[src/rtl/recon_pkg.sv]
// recon_pkg: shared FSM state encoding and error codes for the reconfiguration controller
package recon_pkg;
  typedef enum logic [3:0] {
    S_IDLE      = 4'd0,
    S_QUIESCE   = 4'd1,
    S_ISOLATE   = 4'd2,
    S_LOAD_REQ  = 4'd3,
    S_LOAD_WAIT = 4'd4,
    S_RESET     = 4'd5,
    S_RELEASE   = 4'd6,
    S_DONE      = 4'd7,
    S_ERR       = 4'd8
  } state_t;
  localparam logic [1:0] E_NONE  = 2'd0;
  localparam logic [1:0] E_QTO   = 2'd1;
  localparam logic [1:0] E_LDERR = 2'd2;
  localparam logic [1:0] E_RTO   = 2'd3;
endpackage

[src/rtl/recon_timer.sv]
// recon_timer: clearable saturating up-counter with terminal-count compare
module recon_timer #(
  parameter int W = 10
) (
  input  logic         clk,
  input  logic         rst,
  input  logic         clr,
  input  logic [W-1:0] tc,
  output logic         hit
);
  logic [W-1:0] cnt_q, cnt_d;
  always_comb cnt_d = clr ? '0 : (&cnt_q ? cnt_q : cnt_q + W'(1));
  always_ff @(posedge clk) cnt_q <= rst ? '0 : cnt_d;
  assign hit = cnt_q == tc;
endmodule

[src/rtl/recon_ctrl.sv]
// recon_ctrl: sequences one reconfigurable region through quiesce, isolate, load, reset and release
module recon_ctrl
  import recon_pkg::*;
#(
  parameter int C_ID_BW       = 8,
  parameter int C_ACK_TIMEOUT = 1024,
  parameter int C_RST_CYCLES  = 16,
  parameter int C_SKIP_SAME   = 1
) (
  input  logic               clk,
  input  logic               rst,
  input  logic               sw_req,
  input  logic [C_ID_BW-1:0] sw_mod_id,
  output logic               sw_busy,
  output logic               sw_done,
  output logic               sw_err,
  output logic [1:0]         sw_err_code,
  output logic               rc_reqn,
  input  logic               rc_ackn,
  output logic               iso_en,
  output logic               rr_rst,
  output logic               ld_start,
  output logic [C_ID_BW-1:0] ld_mod_id,
  input  logic               ld_done,
  input  logic               ld_err,
  output logic [C_ID_BW-1:0] cur_mod_id
);
  localparam int TW = $clog2(C_ACK_TIMEOUT);
  localparam logic [TW-1:0] T_ACK = TW'(C_ACK_TIMEOUT - 1);
  localparam logic [TW-1:0] T_RST = TW'(C_RST_CYCLES - 1);
  state_t state_q, state_d;
  logic [C_ID_BW-1:0] tgt_q, tgt_d, cur_q, cur_d, ld_id_q, ld_id_d;
  logic [1:0] code_q, code_d;
  logic fence_q, fence_d;
  logic busy_q, busy_d, done_q, done_d, err_q, err_d;
  logic reqn_q, reqn_d, iso_q, iso_d, rr_q, rr_d, lds_q, lds_d;
  logic clr, hit;
  recon_timer #(.W(TW)) u_timer (
    .clk (clk),
    .rst (rst),
    .clr (clr),
    .tc  (state_q == S_RESET ? T_RST : T_ACK),
    .hit (hit)
  );
  always_comb begin
    state_d = state_q;
    tgt_d   = tgt_q;
    cur_d   = cur_q;
    ld_id_d = ld_id_q;
    code_d  = code_q;
    fence_d = fence_q;
    case (state_q)
      S_IDLE: if (sw_req) begin
        tgt_d   = sw_mod_id;
        code_d  = E_NONE;
        fence_d = 1'b0;
        state_d = (C_SKIP_SAME != 0 && sw_mod_id == cur_q && !fence_q) ? S_DONE : S_QUIESCE;
      end
      S_QUIESCE: begin
        state_d = !rc_ackn ? S_ISOLATE : (hit ? S_ERR : S_QUIESCE);
        code_d  = (rc_ackn && hit) ? E_QTO : code_q;
      end
      S_ISOLATE: begin
        state_d = S_LOAD_REQ;
        ld_id_d = tgt_q;
      end
      S_LOAD_REQ: state_d = S_LOAD_WAIT;
      S_LOAD_WAIT: begin
        state_d = ld_err ? S_ERR : (ld_done ? S_RESET : S_LOAD_WAIT);
        code_d  = ld_err ? E_LDERR : code_q;
        fence_d = ld_err;
        cur_d   = (ld_done && !ld_err) ? tgt_q : cur_q;
      end
      S_RESET: state_d = hit ? S_RELEASE : S_RESET;
      S_RELEASE: begin
        state_d = rc_ackn ? S_DONE : (hit ? S_ERR : S_RELEASE);
        code_d  = (!rc_ackn && hit) ? E_RTO : code_q;
      end
      default: state_d = S_IDLE;
    endcase
    clr    = state_d != state_q;
    busy_d = state_d != S_IDLE;
    done_d = state_d == S_DONE;
    err_d  = state_d == S_ERR;
    reqn_d = !(state_d inside {S_QUIESCE, S_ISOLATE, S_LOAD_REQ, S_LOAD_WAIT, S_RESET});
    iso_d  = (state_d inside {S_ISOLATE, S_LOAD_REQ, S_LOAD_WAIT, S_RESET}) || fence_d;
    rr_d   = state_d == S_RESET || fence_d;
    lds_d  = state_d == S_LOAD_REQ;
  end
  always_ff @(posedge clk) begin
    if (rst) begin
      state_q <= S_IDLE;
      tgt_q   <= '0;
      cur_q   <= '0;
      ld_id_q <= '0;
      code_q  <= E_NONE;
      fence_q <= 1'b0;
      busy_q  <= 1'b0;
      done_q  <= 1'b0;
      err_q   <= 1'b0;
      reqn_q  <= 1'b1;
      iso_q   <= 1'b0;
      rr_q    <= 1'b0;
      lds_q   <= 1'b0;
    end else begin
      state_q <= state_d;
      tgt_q   <= tgt_d;
      cur_q   <= cur_d;
      ld_id_q <= ld_id_d;
      code_q  <= code_d;
      fence_q <= fence_d;
      busy_q  <= busy_d;
      done_q  <= done_d;
      err_q   <= err_d;
      reqn_q  <= reqn_d;
      iso_q   <= iso_d;
      rr_q    <= rr_d;
      lds_q   <= lds_d;
    end
  end
  assign sw_busy     = busy_q;
  assign sw_done     = done_q;
  assign sw_err      = err_q;
  assign sw_err_code = code_q;
  assign rc_reqn     = reqn_q;
  assign iso_en      = iso_q;
  assign rr_rst      = rr_q;
  assign ld_start    = lds_q;
  assign ld_mod_id   = ld_id_q;
  assign cur_mod_id  = cur_q;
endmodule

[config.mk]
export PLATFORM = sky130hd
export DESIGN_NAME = recon_ctrl
export DESIGN_NICKNAME = d
export VERILOG_FILES = /design/src/rtl/recon_pkg.sv /design/src/rtl/recon_timer.sv /design/src/rtl/recon_ctrl.sv
export SDC_FILE = /design/constraint.sdc
export NUM_CORES = 1
export LEC_CHECK = 0
export BUFFER_PORTS_ARGS = -buffer_cell sky130_fd_sc_hd__buf_2
export CORE_MARGIN = 3
export CORE_UTILIZATION = 30
export DETAILED_ROUTE_END_ITERATION = 10
export PLACE_DENSITY_LB_ADDON = 0.3
export SYNTH_ARGS = -nofsm -noshare
export SYNTH_HDL_FRONTEND = slang
export SYNTH_SLANG_ARGS = --single-unit
export TNS_END_PERCENT = 20
[constraint.sdc]
create_clock -name clk -period 2.6 [get_ports clk]
set_input_delay 0.13 -clock clk [delete_from_list [all_inputs] [get_ports clk]]
set_output_delay 0.13 -clock clk [all_outputs]
set_load 0.03 [all_outputs]
# After elaboration in Yosys (flattened, before gate mapping)
# Cells that the tools add are included.
[totals]
ff_bits = 48
in_bits = 14
out_inout_bits = 25
elab_cells = 73
[op_classes]
add_sub_neg = 1
n_eq_ne = 20
n_mux = 18
reduce_logical = 20
[ops]
columns = ["operator", "n"]
rows = [
  ["4-bit one-hot mux with 7 select lines", 1],
  ["4-bit by 3-bit equality test with 1-bit output (second input constant)", 6],
  ["4-bit 2-to-1 mux", 6],
  ["4-bit by 2-bit equality test with 1-bit output (second input constant)", 4],
  ["4-bit nonzero test", 3],
  ["10-bit by 1-bit adder with 10-bit output (second input constant)", 1],
  ["10-bit equality test", 1],
  ["10-bit 2-to-1 mux", 1],
  ["2-bit 2-to-1 mux", 5],
  ["10-bit AND reduction", 1],
  ["4-bit by 1-bit equality test with 1-bit output (second input constant)", 2],
  ["8-bit equality test", 1],
  ["2-bit inequality test (second input constant)", 4],
  ["2-bit one-hot mux with 4 select lines", 1],
  ["5-bit AND reduction", 1],
  ["5-bit nonzero test", 1],
  ["4-bit equality test (second input constant)", 1],
  ["1-bit logical AND", 4],
  ["1-bit zero test", 4],
  ["4-bit zero test", 1],
  ["4-bit inequality test", 1],
  ["2-bit AND reduction", 2],
  ["3-bit 2-to-1 mux", 1],
  ["1-bit logical OR", 2],
  ["3 further kinds", 4],
]

# Logic depth before layout (Yosys ltp)
# Gate-level depths: netlist of run 1.
[depth]
ltp_word = 9
mapped_depth = 9
ltp_nobuf = 7

# Hierarchy
# From an unflattened synthesis of run 1, not the netlist that was laid out.
[unflattened]
hier_cells = 260
area_unflattened_um2 = 2431.1
[by_module_without_submodules]
columns = ["mod", "instances", "cells_each", "area_each_um2", "seq_area_each_um2"]
rows = [
  ["recon_ctrl", 1, 193, 1814.2, 760.7],
  ["recon_timer", 1, 67, 616.8, 200.2],
]

# Least setup slack after synthesis of run 1
# OpenSTA, ideal clock, no wires.
[synth_path]
kind = "flip-flop to flip-flop"
from = "register u_timer.cnt_q[0]"
to = "register u_timer.cnt_q[4]"
setup_time_ns = 0.079
t_arrival_ns = 2.340
path_slack_ns = 0.180
stages_incl_launch_ff = 10
n_path_buf = 2
cell_sequence = "dfxtp_1 -> ha_1 -> and3_2 -> buf_4 -> nand3_4 -> o21a_1 -> or4_1 -> a2111o_1 -> buf_6 -> a211oi_2"
[synth_via]
elab_chain_cells = 6
[synth_rtl]
columns = ["element", "line", "source"]
rows = [
  ["start, declared", "recon_timer.sv:11", "logic [W-1:0] cnt_q, cnt_d;"],
  ["start signal, assigned", "recon_timer.sv:13", "always_ff @(posedge clk) cnt_q <= rst ? '0 : cnt_d;"],
  ["10-bit equality test", "recon_timer.sv:14", "assign hit = cnt_q == tc;"],
  ["4-bit 2-to-1 mux (on tied branches) (2 in series)", "recon_ctrl.sv:60, recon_ctrl.sv:76", ""],
  ["4-bit one-hot mux with 7 select lines", "recon_ctrl.sv:52", "case (state_q)"],
  ["4-bit inequality test", "recon_ctrl.sv:81", "clr = state_d != state_q;"],
  ["2-bit OR reduction (no line)", "n/a", ""],
]
# Several ways; a longest one is shown, not always the timed one.
# A chain may end at the register's enable or synchronous reset.

# Worst setup path after layout of run 1
# Same ends and word-level chain as after synthesis.

==> summary.txt, run 1 <==
Critical path
  – CP bufs+invs: 0
  – Crit-path max cell delay: 600 ps
  – Worst Setup EP: u_timer.cnt_q[4]
  – RR Startpoint: u_timer.cnt_q[0]
  – Startpoint types: register
  – Worst reg2reg setup slack: 120 ps
  – Crit path max-delay family: compound AO/OA/AOI/OAI gates
  – Critical path arrival: 2720 ps
  – CP max stage cell: a2111o_2
  – Crit-path max FO: 10
  – Crit path cell chain: ha_1 -> and3_2 -> nand3_4 -> o21a_1 -> or4_1 -> a2111o_2 -> a211oi_2
  – Stages on worst setup path: 7
  – Critical path type: register to register
  – Worst path required time: 2830 ps
  – Crit path launch: u_timer.cnt_q[0]
  – Worst r2r path cells: 7
  – Worst setup EP type: register
  – R2r endpoint: u_timer.cnt_q[4]

Global route
  – Initial antenna violation count: 0
  – First-pass GRT wire length: 8940 um
  – Largest net degree at the start of global routing: 39
  – Tot GR Track Use: 13.0%
  – Grt total ovfl: 0
  – Vias in the first global route: 1888

Routing
  – Iter 0 DRT Violations: 108
  – Vias per std cell: 4.87
  – Routed len/inst: 13.2 um
  – Drt first pass iters: 4
  – ANT nets after route: 0
  – Total Wirelength: 5250 um
  – Vias: 1933
  – Residual DRC: 0

Yosys
  – Synth Net Count: 272
  – Gate count of the mapped netlist: 257
  – Primary FF master, synth: dfxtp_1
  – Synth Register Bits: 48
  – Synth Warn #: 0
  – Distinct cell type count after synthesis: 52
  – Post-synth top area cell: dfxtp_1
  – Largest cells by area after synthesis: dfxtp_1 43%, mux2i_1 8.0%, nor2_1 6.7%, a21oi_1 4.0%, nand2_1 3.7%
  – Asr flop ratio synth: 0%
  – Cell Area, Synth: 2250 sq um
  – Post-synth EDFFs: 0
  – Syn avg cell area: 8.77 sq um
  – Synth top area share: 42.6%
  – Register area share after synthesis: 42.6%

CTS
  – Longest Clk Path Bufs: 2
  – TritonCTS clock tree: built
  – CTS H-Tree Depth: 2
  – CTS clock-pin slew for the worst setup and hold paths: 90 ps
  – CTS hold repair buffers: 0
  – Setup Buffers After CTS: 0
  – Clock Latency Late Sink: 300 ps
  – Sink Count: 48
  – CTS Buf Count: 5
  – Root buffer selected by CTS: clkbuf_8

Placed design
  – Detailed placement HPWL: 3940 um
  – Port bufs: 38
  – Place WS: 96.1 ps
  – Placed cells: 389
  – GP Congestion: 0.813

Final layout
  – Most frequent cells in the layout: 46 x dfxtp_1, 40 x nor2_1, 38 x buf_2, 22 x nand2_1
  – Final Instance Count excl. Fillers: 397
  – Diodes inserted: 0
  – P&R area growth vs syn: 19.9%
  – Share of cells above drive strength 1: 25.6%
  – Commonest non-fill, non-tap cell in the layout: dfxtp_1
  – Layout Nets: 315

Timing
  – Final Setup Violations: 0
  – Max transition margin: 54.2%
  – Max-slew violation count: 0
  – Fin Clk Skew: 13.2 ps
  – Unrepaired setup endpoints after global routing: no
  – Part of the cycle the worst path needs: 95.5%
  – Minimum clock period: 2480 ps
  – Hold Vio Cnt, Final: 0
  – FMAX: 403 MHz
  – Total Neg Setup Slack: 0 ps
  – Worst-margin pin slew: 684 ps
  – Worst setup margin: 118 ps
  – WHS: 89.8 ps

Min path
  – Hold/Removal Path Class: input port to register

Floorplanning
  – Die height: 92.7 um
  – I/O pin cnt: 39
  – Die area: 8590 sq um
  – FP Rows: 30
  – Total core area: 7020 sq um
  – Die X: 92.7 um
  – Initial Utilization: 32.1%

Pwr
  – P_sw: 0.000404 W
  – Max IR drop VDD: 0.296 mV
  – Cell internal pwr: 0.00120 W
  – Pwr Density: 594 nW/um^2
  – Leakage: 1.19 nW
  – Sw Share: 25.2%
  – Logic pwr share: 14.6%
  – Reg power frac: 49.2%
  – Clk network pwr share: 36.2%

Job
  – Max cap viols: 0

Status
  – Status: completed
logic make-up after synthesis:
kind of cell	share of synthesized area [%]
simple gates	27.9
flops	42.6
compound gates	11.9
buf+inv	4.44
mux	7.99
xor+xnor	4.66
fa+ha+maj	0.555
how the worst min path moves through the flow:
stage	from	endpoint	slack, ps	cells past startpoint
4_1_cts	sw_mod_id[3]	tgt_q[3]	70	3
3_3_place_gp	sw_mod_id[4]	tgt_q[4]	400	3
2_1_floorplan	rst	rc_reqn	230	1
6_report	sw_mod_id[3]	tgt_q[3]	90	3
3_5_place_dp	sw_mod_id[3]	tgt_q[3]	400	3
5_1_grt	sw_mod_id[3]	tgt_q[3]	90	3
layer usage:
layer	up-vias	share of wire, %	GRT usage [%]
met2	55	44	19.9
met3	11	6.9	4.22
met1	874	47	16.9
met5	-	0	0
met4	0	2.1	5.13
li1	993	-	-
stage by stage:
stage / total power, W / instance area, sq um / utilization (%)
6_report: 0.00161 / 2700 / 38.5
5_1_grt: 0.00169 / 2700 / 38.5
4_1_cts: 0.00164 / 2700 / 38.5
3_5_place_dp: 0.00104 / 2570 / 36.7
3_3_place_gp: 0.00104 / 2570 / 36.7
2_1_floorplan: 0.000971 / 2250 / -
power by group through the flow:
stage	sequential, W	combinational, W	clock (W)
after floorplan	0.000824	0.000148	0
after global placement	0.000807	0.000235	0
after detailed placement	0.000808	0.000235	0
after CTS	0.000791	0.000236	0.000608
after global routing	0.000796	0.000262	0.000633
final	0.000791	0.000235	0.000581
tightest hold or removal path, stage by stage:
cell and delay (ps):
buf_2 90, mux2i_1 60, nor2_1 70
cell type report:
class	instances	area (sq um)
Clock inverter	1	30.0
Sequential cell	48	963
Timing Repair Buffer	50	280
Fill cell	743	4320
Tap cell	96	120
Inverter	5	18.8
Clock buffer	7	96.3
Multi-Input combinational cell	190	1190
registers in the layout, indices dropped and copies added, names as in the netlist, 2 cells and up:
| register | cells |
|---|---|
| cur_mod_id | 8 |
| ld_mod_id | 8 |
| sw_err_code | 2 |
| u_timer.cnt_q | 10 |
| tgt_q | 8 |
| state_q | 4 |
cells in the mapped netlist, types with 6 or more instances:
cell type,n
nand2_1,22
nand3_1,9
dfxtp_1,48
nor2_1,40
clkbuf_1,7
xor2_1,9
o21ai_0,6
a21oi_1,18
nor3_1,6
mux2i_1,18
timing repair:
action	4_1_cts	5_1_grt
setup endpoints to repair	0	10
gates resized for setup	0	3
hold endpoints to repair	0	0
(Power assumes the default switching activity.)
==> run 2, diff against run 1 <==
CELL_PAD_IN_SITES_DETAIL_PLACEMENT = 0   (was not set)
CELL_PAD_IN_SITES_GLOBAL_PLACEMENT = 1   (was not set)
==> run 2 against run 1 <==
Setup slack improved by 25 ps; power down 6.9%; via count rose by 0.52%; non-clock buffer count increased by 1; sequential power is essentially flat; cell count up 0.25%; final area decreased by 0.56%; core utilization decreased by 0.21 points; clock skew decreased by 10 ps; combinational power rose by 7%; fmax increased by 1.0%; highest routed layer unchanged; clock-buffer cell count decreased by 1.
==> summary.txt, run 2 (synthesis results as in run 1) <==
Timing
  – Fin Clk Skew: 2.88 ps (-10.3 ps)
  – Worst-margin pin slew: 628 ps (-55.9 ps)
  – Minimum clock period: 2460 ps (-24.7 ps)
  – Part of the cycle the worst path needs: 94.5% (-0.95 points)
  – Max transition margin: 57.9% (+3.7 points)
  – WHS: 94.2 ps (+4.49 ps)
  – Max-slew violation count: 0 (unchanged)
  – Total Neg Setup Slack: 0 ps (unchanged)
  – Hold Vio Cnt, Final: 0 (unchanged)
  – FMAX: 407 MHz (+1.0%)
  – Unrepaired setup endpoints after global routing: no
  – Final Setup Violations: 0 (unchanged)

Final layout
  – P&R area growth vs syn: 19.3%
  – Commonest non-fill, non-tap cell in the layout: dfxtp_1
  – Diodes inserted: 0 (unchanged)
  – Most frequent cells in the layout: 48 x dfxtp_1, 40 x nor2_1, 38 x buf_2, 22 x nand2_1
  – Share of cells above drive strength 1: 24.8% (-0.75 points)
  – Max reg flops: 10 (unchanged)
  – Layout Nets: 317 (+0.63%)
  – Top reg by flops: u_timer.cnt_q

Critical path
  – Worst path required time: 2820 ps (about the same)
  – Critical path arrival: 2680 ps (-40 ps)
  – Crit-path max FO: 10 (unchanged)
  – R2r endpoint: u_timer.cnt_q[4]
  – Startpoint types: register
  – Worst r2r path cells: 6 (-1)
  – CP max stage cell: or4_1
  – Worst reg2reg setup slack: 140 ps (+20 ps)
  – Worst setup EP type: register
  – Critical path type: register to register
  – Crit-path max cell delay: 560 ps (-40 ps)
  – RR Startpoint: state_q[3]
  – Crit path cell chain: and2b_2 -> and2_2 -> o21a_1 -> or4_1 -> a2111o_2 -> a211oi_2

Global route
  – Largest net degree at the start of global routing: 39 (unchanged)
  – Grt total ovfl: 0 (unchanged)
  – Tot GR Track Use: 13.4% (+0.41 points)
  – Vias in the first global route: 1904 (+0.85%)
  – First-pass GRT wire length: 9070 um (+1.5%)
  – Initial antenna violation count: 0 (unchanged)

Routing
  – Vias: 1943 (+0.52%)
  – Vias per std cell: 4.88 (+0.26%)
  – ANT nets after route: 0 (unchanged)
  – Residual DRC: 0 (unchanged)
  – Drt first pass iters: 4 (unchanged)
  – Iter 0 DRT Violations: 88 (-19%)
  – Total Wirelength: 5700 um (+8.6%)
  – Routed len/inst: 14.3 um (+8.3%)

CTS
  – Longest Clk Path Bufs: 2 (unchanged)
  – Root buffer selected by CTS: clkbuf_8
  – CTS hold repair buffers: 0 (unchanged)
  – Setup Buffers After CTS: 0 (unchanged)
  – Sink Count: 48 (unchanged)
  – CTS H-Tree Depth: 2 (unchanged)
  – TritonCTS clock tree: built
  – CTS clock-pin slew for the worst setup and hold paths: 80 ps (about the same)
  – CTS Buf Count: 5 (unchanged)
  – Clock Latency Late Sink: 290 ps (about the same)

Min path
  – Hold/Removal Path Class: input port to register
  – Hold Startpoint: sw_mod_id[6]
  – Hold Path Sink: tgt_q[6]
  – Hold path cells: 3 (unchanged)

Job
  – Max cap viols: 0 (unchanged)

Floorplanning
  – I/O pin cnt: 39 (unchanged)
  – Die X: 92.7 um (unchanged)
  – Die area: 8590 sq um (unchanged)
  – FP Rows: 30 (unchanged)
  – Total core area: 7020 sq um (unchanged)
  – Initial Utilization: 32.1% (unchanged)
  – Die height: 92.7 um (unchanged)

Placed design
  – GP Congestion: 0.843 (+3.7%)
  – Detailed placement HPWL: 4180 um (+6.1%)
  – Port bufs: 38 (unchanged)

Status
  – Status: completed

Pwr
  – Max IR drop VDD: 0.360 mV (+22%)
  – Pwr Density: 557 nW/um^2 (-6.4%)
  – Leakage: 1.18 nW (-0.99%)
==> run 2: worst max-delay path, delay by kind of cell (launching register included) <==
| kind | cells | cell delay (ps) |
|---|---|---|
| flip-flops | 1 | 520 |
| AND/OR/NAND/NOR | 3 | 1040 |
| AO/OA/AOI/OAI | 3 | 820 |
==> run 2: worst max-delay path by stage <==
stage                     start  slack (ps)          endpoint
6_report             state_q[3]         140  u_timer.cnt_q[4]
5_1_grt              state_q[0]           7  u_timer.cnt_q[4]
4_1_cts        u_timer.cnt_q[0]          70  u_timer.cnt_q[4]
3_5_place_dp   u_timer.cnt_q[0]          90  u_timer.cnt_q[4]
3_3_place_gp   u_timer.cnt_q[0]         130  u_timer.cnt_q[4]
2_1_floorplan  u_timer.cnt_q[0]         180  u_timer.cnt_q[4]
==> run 2: final cells by class <==
type                            count  area, sq um
Clock buffer                        6         82.6
Clock inverter                      1         8.76
Fill cell                         748         4330
Inverter                            5         18.8
Multi-Input combinational cell    191         1210
Sequential cell                    48          961
Tap cell                           96          120
Timing Repair Buffer               51          288
==> run 2: through the flow <==
step / util (%) / std cells / setup WS [ps] / cell area, sq um / power (W)
after floorplan: - / 257 / 180 / 2250 / 0.000971
after global placement: 36.8 / 390 / 129 / 2580 / 0.00106
after detailed placement: 36.8 / 390 / 91.0 / 2580 / 0.00105
after CTS: 38.1 / 397 / 70.5 / 2670 / 0.00152
after global routing: 38.3 / 398 / 6.88 / 2690 / 0.00159
final: 38.3 / 398 / 142 / 2690 / 0.00150
==> run 2: timing repair <==
action                                  CTS  global route
resized for setup                         0             2
hold endpoints to repair                  0             0
endpoints found under the setup margin    0             7
==> run 2: power breakdown <==
group	leakage [nW]	total [W]	internal (W)	switching, W
clock network	0.0473	0.000455	0.000212	0.000243
logic	0.743	0.000252	0.000103	0.000149
registers	0.390	0.000789	0.000766	0.0000233
==> run 2: metal layers <==
| metal | share of wire [%] | global-route usage, % |
|---|---|---|
| met5 | 0 | 0 |
| met1 | 47 | 16.4 |
| met3 | 4.3 | 3.41 |
| met4 | 1.8 | 5.13 |
| met2 | 47 | 22.7 |
==> run 3, diff against run 2 <==
CORE_UTILIZATION = 41   (was 30)
CTS_BUF_LIST = sky130_fd_sc_hd__clkbuf_8 sky130_fd_sc_hd__clkbuf_16   (was not set)
==> run 3 against run 2 <==
Cell count decreased by 6.5%; fmax increased by 1.0%; clock-buffer cell count decreased by 1; setup slack improved by 24 ps; largest cell class unchanged; critical endpoint unchanged; clock power increased by 22%.
==> summary.txt, run 3 (synthesis results as in run 1) <==
Placed design
  – Placed cells: 363 (-6.9%)
  – GP Congestion: 0.813 (-3.5%)
  – Place WS: 21.7 ps (-69.3 ps)
  – Detailed placement HPWL: 3900 um (-6.6%)
  – Port bufs: 38 (unchanged)

Routing
  – Drt first pass iters: 6 (+2)
  – Total Wirelength: 5480 um (-3.9%)
  – Residual DRC: 0 (unchanged)
  – ANT nets after route: 0 (unchanged)
  – Routed len/inst: 14.7 um (+2.8%)
  – Vias: 1967 (+1.2%)
  – Vias per std cell: 5.29 (+8.3%)
  – Iter 0 DRT Violations: 149 (+69%)

Final layout
  – Final Instance Count excl. Fillers: 372 (-6.5%)
  – P&R area growth vs syn: 18.6%
  – Core Util, Final: 51.4% (+13 points)
  – Diodes inserted: 0 (unchanged)
  – Layout Nets: 316 (-0.32%)
  – Fillers: 528 (-29%)
  – Share of cells above drive strength 1: 25.2% (+0.33 points)
  – Max reg flops: 10 (unchanged)
  – Commonest non-fill, non-tap cell in the layout: dfxtp_1
  – Top reg by flops: u_timer.cnt_q
  – Most frequent cells in the layout: 47 x dfxtp_1, 40 x nor2_1, 38 x buf_2, 22 x nand2_1

Pwr
  – Leakage: 1.18 nW (+0.40%)
  – Pwr Density: 594 nW/um^2 (+6.7%)
  – Max IR drop VDD: 0.324 mV (-10%)

Timing
  – Hold Vio Cnt, Final: 0 (unchanged)
  – Unrepaired setup endpoints after global routing: no
  – Part of the cycle the worst path needs: 93.6% (-0.93 points)
  – Worst setup margin: 166 ps (+24.3 ps)
  – Worst-margin pin slew: 677 ps (+48.8 ps)
  – Minimum clock period: 2430 ps (-24.3 ps)
  – Final Setup Violations: 0 (unchanged)
  – Total Neg Setup Slack: 0 ps (unchanged)
  – Fin Clk Skew: 10.0 ps (+7.12 ps)
  – Max transition margin: 54.9% (-3.0 points)
  – Max-slew violation count: 0 (unchanged)
  – FMAX: 411 MHz (+1.0%)

Critical path
  – Worst setup EP type: register
  – Critical path type: register to register
  – Worst path required time: 2820 ps (about the same)
  – Critical path arrival: 2660 ps (-20 ps)
  – Crit-path max cell delay: 560 ps (about the same)
  – Startpoint types: register
  – CP max stage cell: or4_1
  – Crit path cell chain: ha_1 -> and3_4 -> nand3_4 -> o21a_1 -> or4_1 -> a2111o_2 -> a211oi_2
  – Crit-path max FO: 8 (-2)

CTS
  – Root buffer selected by CTS: clkbuf_8
  – Clock Latency Late Sink: 300 ps (about the same)
  – Sink Count: 48 (unchanged)
  – TritonCTS clock tree: built
  – Longest Clk Path Bufs: 2 (unchanged)
  – CTS Buf Count: 5 (unchanged)
  – CTS clock-pin slew for the worst setup and hold paths: 100 ps (+20 ps)
  – CTS H-Tree Depth: 2 (unchanged)

Floorplanning
  – Initial Utilization: 43.3% (+11 points)
  – Die X: 80.2 um (-14%)
  – Die height: 80.2 um (-14%)
  – Total core area: 5200 sq um (-26%)
  – FP Rows: 26 (-13%)
  – I/O pin cnt: 39 (unchanged)
  – Die area: 6420 sq um (-25%)

Status
  – Status: completed

Job
  – Max cap viols: 0 (unchanged)

Min path
  – Hold/Removal Path Class: input port to register

Global route
  – Grt total ovfl: 0 (unchanged)
  – Initial antenna violation count: 0 (unchanged)
  – First-pass GRT wire length: 8710 um (-4.0%)
  – Vias in the first global route: 1807 (-5.1%)
  – Tot GR Track Use: 17.2% (+3.8 points)
  – Largest net degree at the start of global routing: 40 (+2.6%)
run 3: changes by cell type in the layout (fill, tap and decap cells not counted):
cell        previous run  this run
buf_4                 13        12
bufinv_16              0         1
clkbuf_8               6         5
clkinv_4               1         0
clkinvlp_4             0         1
dfxtp_1               48        47
dfxtp_2                0         1
inv_6                  0         1
o21ai_0                6         5
o21ai_1                0         1
run 3: critical path: cells and delay by family (launching register included):
| family | cells | cell delay [ps] |
|---|---|---|
| fa+ha+maj | 1 | 220 |
| simple gates | 3 | 900 |
| flops | 1 | 370 |
| compound gates | 3 | 860 |
run 3: worst paths after layout:
| check | endpoint | cells past startpoint | start | slack, ps |
|---|---|---|---|---|
| min reg2reg | ld_mod_id[4] | 2 | ld_mod_id[4] | 460 |
| min | tgt_q[5] | 3 | sw_mod_id[5] | 90 |
| max | u_timer.cnt_q[4] | 7 | u_timer.cnt_q[0] | 170 |
| max reg2reg | u_timer.cnt_q[4] | 7 | u_timer.cnt_q[0] | 170 |
run 3: layout make-up:
type / instances / area (sq um) / area share (%)
multi-input combinational: 191 / 1210 / 45.3
sequential: 48 / 962 / 36.0
timing repair buffer: 50 / 280 / 10.5
tap: 70 / 87.6 / 3.28
clock buffer: 5 / 68.8 / 2.57
clock inverter: 3 / 46.3 / 1.73
inverter: 5 / 18.8 / 0.702
run 3: metrics by stage:
stage | hold slack [ps] | area [sq um] | power, W
2_1_floorplan | 234 | 2250 | 0.000971
3_3_place_gp | 389 | 2540 | 0.00104
3_5_place_dp | 397 | 2540 | 0.00104
5_1_grt | 94.7 | 2670 | 0.00167
6_report | 87.9 | 2670 | 0.00159
4_1_cts | 87.2 | 2660 | 0.00160
run 3: what timing repair did:
action	in CTS	in global routing
endpoints found under the setup margin	1	10
pin swaps	0	1
buffers inserted	0	0
gates resized for setup	1	3
cloned	0	1
hold buffers	0	0
run 3: layer usage:
metal | up-vias | global-route usage (%) | wire length, um
met5 | - | 0 | 0
met4 | 0 | 4.05 | 67
met3 | 8 | 3.70 | 343
met2 | 57 | 30.0 | 2690
met1 | 905 | 21.6 | 2370
li1 | 997 | - | -
run 3: power breakdown:
part,leakage [nW],switching [W],total (W),internal [W]
logic,0.740,0.000143,0.000239,0.0000958
clock network,0.0548,0.000266,0.000556,0.000290
registers,0.390,0.0000266,0.000793,0.000767
